[src/rtl/sig_lut_arbiter.sv]
`default_nettype none
// ============================================================================
// Module   : sig_lut_arbiter
// Purpose  : Shares one sigmoid piecewise-linear LUT between N_REQ LSTM gate
//            requesters. A round-robin arbiter picks one request and drives
//            the LUT address from its integer bits. The result is either the
//            linear interpolation between the LUT base and next entries, or
//            the base entry alone. It is returned with a valid/ready
//            handshake. One transaction is in flight at a time.
//
// Build option:
//            SIG_LUT_INTERP_EN - when defined, CALC interpolates using the
//            fractional bits of x. When undefined, CALC returns the LUT base
//            value (step approximation). Latency is the same either way.
//
// Ports    : clk         - clock, rising edge
//            rst         - asynchronous reset, active low
//            req_valid   - per-requester request
//            req_x       - flattened signed inputs, lane i at [i*DATA_W +: DATA_W]
//            req_ready   - one-hot single-cycle accept pulse
//            lut_address - LUT address (integer bits of x, raw two's complement)
//            lut_base    - LUT base entry (combinational from lut_address)
//            lut_next    - LUT next entry (combinational from lut_address)
//            resp_valid  - result valid
//            resp_id     - index of the requester owning the result
//            resp_data   - signed sigmoid result
//            resp_ready  - consumer accepts result
//            busy        - high whenever the FSM is not idle
//
// Timing   : accept at cycle T, resp_valid first high at T+3. Minimum spacing
//            between grants is 4 cycles.
//
// Revision : 1.0 - initial release
// ============================================================================
module sig_lut_arbiter #(
  parameter int N_REQ  = 4,
  parameter int ADDR_W = 4,
  parameter int FRAC_W = 4,
  parameter int DATA_W = 8
) (
  input  logic                       clk,
  input  logic                       rst,
  input  logic [N_REQ-1:0]           req_valid,
  input  logic [N_REQ*DATA_W-1:0]    req_x,
  output logic [N_REQ-1:0]           req_ready,
  output logic [ADDR_W-1:0]          lut_address,
  input  logic [DATA_W-1:0]          lut_base,
  input  logic [DATA_W-1:0]          lut_next,
  output logic                       resp_valid,
  output logic [$clog2(N_REQ)-1:0]   resp_id,
  output logic [DATA_W-1:0]          resp_data,
  input  logic                       resp_ready,
  output logic                       busy
);

  localparam int ID_W = $clog2(N_REQ);

  // --------------------------------------------------------------------------
  // Elaboration-time parameter sanity
  // --------------------------------------------------------------------------
  if (DATA_W != ADDR_W + FRAC_W) begin : g_bad_width
    $error("sig_lut_arbiter: DATA_W must equal ADDR_W + FRAC_W");
  end
  if (N_REQ < 2 || N_REQ > 8) begin : g_bad_nreq
    $error("sig_lut_arbiter: N_REQ must be in 2..8");
  end

  // --------------------------------------------------------------------------
  // State encoding
  // --------------------------------------------------------------------------
  typedef enum logic [1:0] {
    S_IDLE  = 2'd0,
    S_FETCH = 2'd1,
    S_CALC  = 2'd2,
    S_RESP  = 2'd3
  } state_t;

  state_t              r_state;
  logic [ID_W-1:0]     r_rr_ptr;
  logic [ADDR_W-1:0]   r_lut_address;
  logic [ID_W-1:0]     r_resp_id;
  logic [DATA_W-1:0]   r_resp_data;
  logic                r_resp_valid;
  logic [DATA_W-1:0]   r_base;

  // --------------------------------------------------------------------------
  // Round-robin search: first asserted request at or above r_rr_ptr, wrapping.
  // The rotated index is kept one bit wider so the wrap works for any N_REQ,
  // not only powers of two.
  // --------------------------------------------------------------------------
  logic                w_found;
  logic [ID_W-1:0]     w_grant_id;
  logic [ID_W:0]       w_idx;

  always_comb begin
    w_found    = 1'b0;
    w_grant_id = '0;
    w_idx      = '0;
    for (int k = 0; k < N_REQ; k++) begin
      w_idx = {1'b0, r_rr_ptr} + (ID_W+1)'(k);
      if (w_idx >= (ID_W+1)'(N_REQ)) begin
        w_idx = w_idx - (ID_W+1)'(N_REQ);
      end
      if (!w_found && req_valid[w_idx[ID_W-1:0]]) begin
        w_found    = 1'b1;
        w_grant_id = w_idx[ID_W-1:0];
      end
    end
  end

  // Pointer moves to the slot just after the winner.
  logic [ID_W-1:0] w_next_ptr;
  assign w_next_ptr = (w_grant_id == ID_W'(N_REQ - 1)) ? '0 : (w_grant_id + ID_W'(1));

  // Select the granted lane's x.
  logic [DATA_W-1:0] w_sel_x;

  always_comb begin
    w_sel_x = '0;
    for (int i = 0; i < N_REQ; i++) begin
      if (w_grant_id == ID_W'(i)) begin
        w_sel_x = req_x[i*DATA_W +: DATA_W];
      end
    end
  end

  // Accept pulse is combinational so that req_valid and req_ready meet in the
  // same cycle; it is masked while reset is held so nothing is accepted then.
  logic w_grant;
  assign w_grant = rst && (r_state == S_IDLE) && w_found;

  for (genvar gi = 0; gi < N_REQ; gi++) begin : g_ready
    assign req_ready[gi] = w_grant && (w_grant_id == ID_W'(gi));
  end

  // --------------------------------------------------------------------------
  // CALC datapath
  // --------------------------------------------------------------------------
  logic [DATA_W-1:0] w_result;

`ifdef SIG_LUT_INTERP_EN
  localparam int P_W = DATA_W + FRAC_W + 2;

  logic [FRAC_W-1:0]        r_frac;
  logic [DATA_W-1:0]        r_next;
  logic signed [DATA_W:0]   w_diff;
  logic signed [P_W-1:0]    w_diff_ext;
  logic signed [P_W-1:0]    w_frac_ext;
  logic signed [P_W-1:0]    w_prod;
  logic signed [P_W-1:0]    w_sum;
  logic [P_W-DATA_W:0]      w_sum_top;
  logic                     w_ovf;

  // One guard bit keeps next-base from overflowing.
  assign w_diff     = $signed({r_next[DATA_W-1], r_next}) - $signed({r_base[DATA_W-1], r_base});
  assign w_diff_ext = {{(FRAC_W+1){w_diff[DATA_W]}}, w_diff};
  assign w_frac_ext = {{(DATA_W+2){1'b0}}, r_frac};
  assign w_prod     = w_diff_ext * w_frac_ext;
  // Arithmetic shift floors toward negative infinity.
  assign w_sum      = {{(FRAC_W+2){r_base[DATA_W-1]}}, r_base} + (w_prod >>> FRAC_W);

  // In range iff every bit from the DATA_W sign position upward agrees.
  assign w_sum_top  = w_sum[P_W-1:DATA_W-1];
  assign w_ovf      = !((&w_sum_top) || !(|w_sum_top));

  always_comb begin
    w_result = w_sum[DATA_W-1:0];
    if (w_ovf) begin
      w_result = w_sum[P_W-1] ? {1'b1, {(DATA_W-1){1'b0}}}
                              : {1'b0, {(DATA_W-1){1'b1}}};
    end
  end
`else
  // Step approximation: the base entry is the answer; next and frac are unused.
  logic w_unused_interp;
  assign w_unused_interp = ^{lut_next, w_sel_x[FRAC_W-1:0]};
  assign w_result        = r_base;
`endif

  // --------------------------------------------------------------------------
  // Control FSM with registered outputs
  // --------------------------------------------------------------------------
  always_ff @(posedge clk or negedge rst) begin
    if (!rst) begin
      r_state       <= S_IDLE;
      r_rr_ptr      <= '0;
      r_lut_address <= '0;
      r_resp_id     <= '0;
      r_resp_data   <= '0;
      r_resp_valid  <= 1'b0;
      r_base        <= '0;
`ifdef SIG_LUT_INTERP_EN
      r_next        <= '0;
      r_frac        <= '0;
`endif
    end else begin
      case (r_state)
        S_IDLE: begin
          if (w_found) begin
            r_resp_id     <= w_grant_id;
            r_lut_address <= w_sel_x[DATA_W-1:FRAC_W];
`ifdef SIG_LUT_INTERP_EN
            r_frac        <= w_sel_x[FRAC_W-1:0];
`endif
            r_rr_ptr      <= w_next_ptr;
            r_state       <= S_FETCH;
          end
        end
        S_FETCH: begin
          // LUT outputs settle from the address registered on the grant cycle.
          r_base  <= lut_base;
`ifdef SIG_LUT_INTERP_EN
          r_next  <= lut_next;
`endif
          r_state <= S_CALC;
        end
        S_CALC: begin
          r_resp_data  <= w_result;
          r_resp_valid <= 1'b1;
          r_state      <= S_RESP;
        end
        S_RESP: begin
          if (resp_ready) begin
            r_resp_valid <= 1'b0;
            r_state      <= S_IDLE;
          end
        end
        default: begin
          r_state      <= S_IDLE;
          r_resp_valid <= 1'b0;
        end
      endcase
    end
  end

  assign lut_address = r_lut_address;
  assign resp_valid  = r_resp_valid;
  assign resp_id     = r_resp_id;
  assign resp_data   = r_resp_data;
  assign busy        = (r_state != S_IDLE);

endmodule
`default_nettype wire
[config.mk]
export PLATFORM = sky130hd
export DESIGN_NAME = sig_lut_arbiter
export DESIGN_NICKNAME = d
export VERILOG_FILES = /design/src/rtl/sig_lut_arbiter.sv
export SDC_FILE = /design/constraint.sdc
export NUM_CORES = 1
export LEC_CHECK = 0
export ABC_AREA = 1
export BUFFER_PORTS_ARGS = -buffer_cell sky130_fd_sc_hd__buf_2
export CAP_MARGIN = 20
export CELL_PAD_IN_SITES_DETAIL_PLACEMENT = 0
export CELL_PAD_IN_SITES_GLOBAL_PLACEMENT = 1
export CORE_UTILIZATION = 30
export DETAILED_ROUTE_END_ITERATION = 12
export PLACE_DENSITY = 0.73
export SKIP_LAST_GASP = 1
export SYNTH_ARGS = -nofsm -noshare
export SYNTH_HDL_FRONTEND = slang
export SYNTH_SLANG_ARGS = --single-unit
[constraint.sdc]
create_clock -name clk -period 4.1 [get_ports clk]
set_input_delay 1.23 -clock clk [delete_from_list [all_inputs] [get_ports clk]]
set_output_delay 1.23 -clock clk [all_outputs]
set_load 0.02 [all_outputs]
==> flow_metrics.py <==
metrics = {
    "synth": {
        "synthesis.area_um2": 1590,
        "yosysMostFrequentCell": "nand2_1",
        "synth_top_flop_cell": "dfrtp_1",
        "synth_area_per_cell_um2": 7.52,
        "synthXorXnorAreaFrac_pct": 0,
        "synthesis.nets": 275,
        "synth_seq_cells": 27,
        "synth-simple-area-share_pct": 30.9,
        "synth_top_area_cell": "dfrtp_1",
        "synthTopCellsByArea": "dfrtp_1 (43%), nand2_1 (17%), o21ai_0 (9.1%)",
        "ys_seq_area_share_pct": 42.6,
        "synth.top_cells.by_count": "nand2_1 (74), o21ai_0 (29), dfrtp_1 (27), inv_1 (27), nand3_1 (15)",
        "synth_top_area_share_pct": 42.6,
        "syn_inst": 211,
        "synth_edf_count": 0,
        "netlist-cell-type-count": 20,
        "async_flop_share_pct": 100,
        "synthAdderAreaFrac_pct": 7.09,
        "synth_compound_area_share_pct": 11.3,
        "ys_warn_count": 0,
        "muxShareOfSynthArea_pct": 0,
        "synth_top_family_by_area": "simple AND/OR/NAND/NOR gates",
    },
    "place": {
        "place_hpwl_um": 2720,
        "place_area_um2": 1950,
        "numPortBuffers": 50,
        "dpl.cell_count": 333,
        "gp_routability_congestion": 0.738,
    },
    "timing": {
        "period_needed_ps": 3890,
        "finalSetupViolCount": 0,
        "fin_crit_sh_pct": 94.9,
        "whs_ps": 483,
        "slew_headroom_pct": 67.5,
        "slew_violations": 0,
        "finClkSkew_ps": 5.01,
        "setup_tns_ps": 0,
        "rsz0062_at_grt": "false",
        "fmax_ghz": 0.257,
        "hold_viol": 0,
        "tightestPinTransition_ps": 487,
    },
    "die": {
        "start_util_pct": 31.1,
        "boundaryPins": 75,
        "die-width_um": 74.8,
        "die-height_um": 74.8,
        "dieArea_um2": 5590,
        "coreArea_um2": 5110,
        "fp-row-count": 26,
    },
    "critical_path": {
        "critPathMaxFanout": 5,
        "crit_family": "simple AND/OR/NAND/NOR gates",
        "critPathMostFrequentCell": "inv_1",
        "required_ps": 2870,
        "cp_cell_sequence": "buf_2, inv_1, nand2_1, nand3_2, nand2_2, nor2_8, nand3_1, nand3_1, nand2_1, inv_1, ha_1, inv_1, nor2_1, buf_4",
        "endpoint_kind": "output pin",
        "cp_slowest_cell": "nor2_8",
        "critPathKind": "primary input to output pin",
        "crit_path_start_kind": "primary input",
        "cpPeakStageDelay_ps": 160,
        "worstPathArrival_ps": 2660,
        "critPathBufInv": 5,
    },
    "clock_tree": {
        "clk_pin_slew_ps": 80,
        "clk_latency_ps": 270,
        "h-tree-depth": 1,
        "cts_buffers": 3,
        "max-clock-path-buffers": 2,
        "cts-root-buf": "clkbuf_8",
        "clock_sinks": 27,
        "post_cts_buffers": 0,
        "cts_tree": "yes",
    },
    "drt": {
        "wl_per_cell_um": 10.1,
        "first_iter_violations": 49,
        "vias_per_cell": 4.41,
        "firstDrtPassIters": 4,
        "routed_wirelength_um": 3420,
        "num_vias": 1487,
        "drtAntennaViolNets": 0,
        "drc": 0,
    },
    "min_path": {
        "hold_class": "flip-flop to flip-flop",
    },
    "finish": {
        "area_delta_synth_final_pct": 26.6,
        "instances_no_fill": 337,
        "drive_gt1_share_pct": 28.5,
        "finish.instance_area_um2": 2010,
        "num-nets-final": 332,
        "diodes": 0,
    },
    "pwr": {
        "leakage_nw": 1.12,
        "power_density_nw_per_um2": 928,
        "max-vdd-ir-drop_uv": 286,
    },
    "grt": {
        "grt_pass1_wl_um": 5600,
        "grt_pass1_vias": 1343,
        "track_usage_pct": 12.7,
        "grt_start_max_net_pins": 28,
        "grt_remaining_overflow": 0,
        "antenna_found_initial": 0,
    },
    "run": {
        "drv_cap": 0,
    },
    "outcome": {
        "status": "completed",
    },
}
[tightest hold or removal path, cell delays in order, from the launching register on]
cell and delay, ps:
dfrtp_1 350, nand2_1 50, nand2_1 50
[kinds of logic (layout without fill, tap and decap cells)]
family	after synthesis	count (layout)
DFF	27	27
and+or+nand+nor	107	107
AOI/OAI and AO/OA	35	35
adders and majority gates	9	9
buffers and inverters	33	89
[where the power goes]
part | internal (mW) | switching (mW)
Clock | 0.0679 | 0.0779
Sequential | 0.397 | 0.0792
Combinational | 0.459 | 0.784
[worst paths after layout]
| path | start | to | cells past startpoint | slack, ps |
|---|---|---|---|---|
| setup / recovery | req_valid[1] | req_ready[2] | 14 | 210 |
| hold / removal | lut_address[0] | lut_address[0] | 2 | 480 |
| setup reg to reg | r_rr_ptr[0] | lut_address[0] | 18 | 1500 |
| hold reg to reg | lut_address[0] | lut_address[0] | 2 | 480 |
| max in group asynchronous | rst | r_base[6] | 2 | 2860 |
| min in group asynchronous | rst | r_base[1] | 2 | 980 |
[cell usage in the layout, fill, tap and decap left out]
master	count
a21oi_1	4
buf_2	49
buf_4	7
clkbuf_8	3
clkinv_2	1
dfrtp_1	27
ha_1	9
inv_1	26
inv_2	2
inv_4	1
nand2_1	74
nand2_2	5
nand2_4	3
nand3_1	13
nand3_2	2
nand3_4	1
nand4_1	2
nor2_1	6
nor2_8	1
o21ai_0	29
o21ai_1	1
o21ai_2	1
[flip-flops by register name (all words and copies together) (netlist names)]
signal	cells
r_base	8
r_rr_ptr	2
resp_id	2
resp_valid	1
lut_address	4
resp_data	8
r_state	2
[per-layer routing]
| metal | up-vias | global-route usage [%] | routed length, um |
|---|---|---|---|
| met4 | 0 | 1.89 | 19 |
| met2 | 33 | 24.0 | 1650 |
| met1 | 678 | 15.4 | 1620 |
| met5 | - | 0 | 0 |
| li1 | 774 | - | - |
| met3 | 2 | 2.14 | 139 |
[timing repair]
action,4_1_cts,5_1_grt
endpoints found under the setup margin,0,2
resized for setup,0,4
hold buffers,0,0
[through the flow]
step / power, mW / setup WS (ps) / util [%]
2_1_floorplan: 1.37 / 181 / -
3_3_place_gp: 1.73 / 131 / 38.2
3_5_place_dp: 1.74 / 134 / 38.2
4_1_cts: 1.89 / 133 / 39.1
5_1_grt: 2.09 / 3.53 / 39.4
6_report: 1.87 / 208 / 39.4
[cell type report]
| type | count | area (um^2) |
|---|---|---|
| clock inverters | 1 | 5.00 |
| multi-input cells | 151 | 792 |
| flip-flops and latches | 27 | 676 |
| fillers | 593 | 3100 |
| repair buffers | 56 | 298 |
| well taps | 70 | 87.6 |
| clock buffers | 3 | 41.3 |
| inverters | 29 | 111 |
Power figures use the tool's default switching activity.
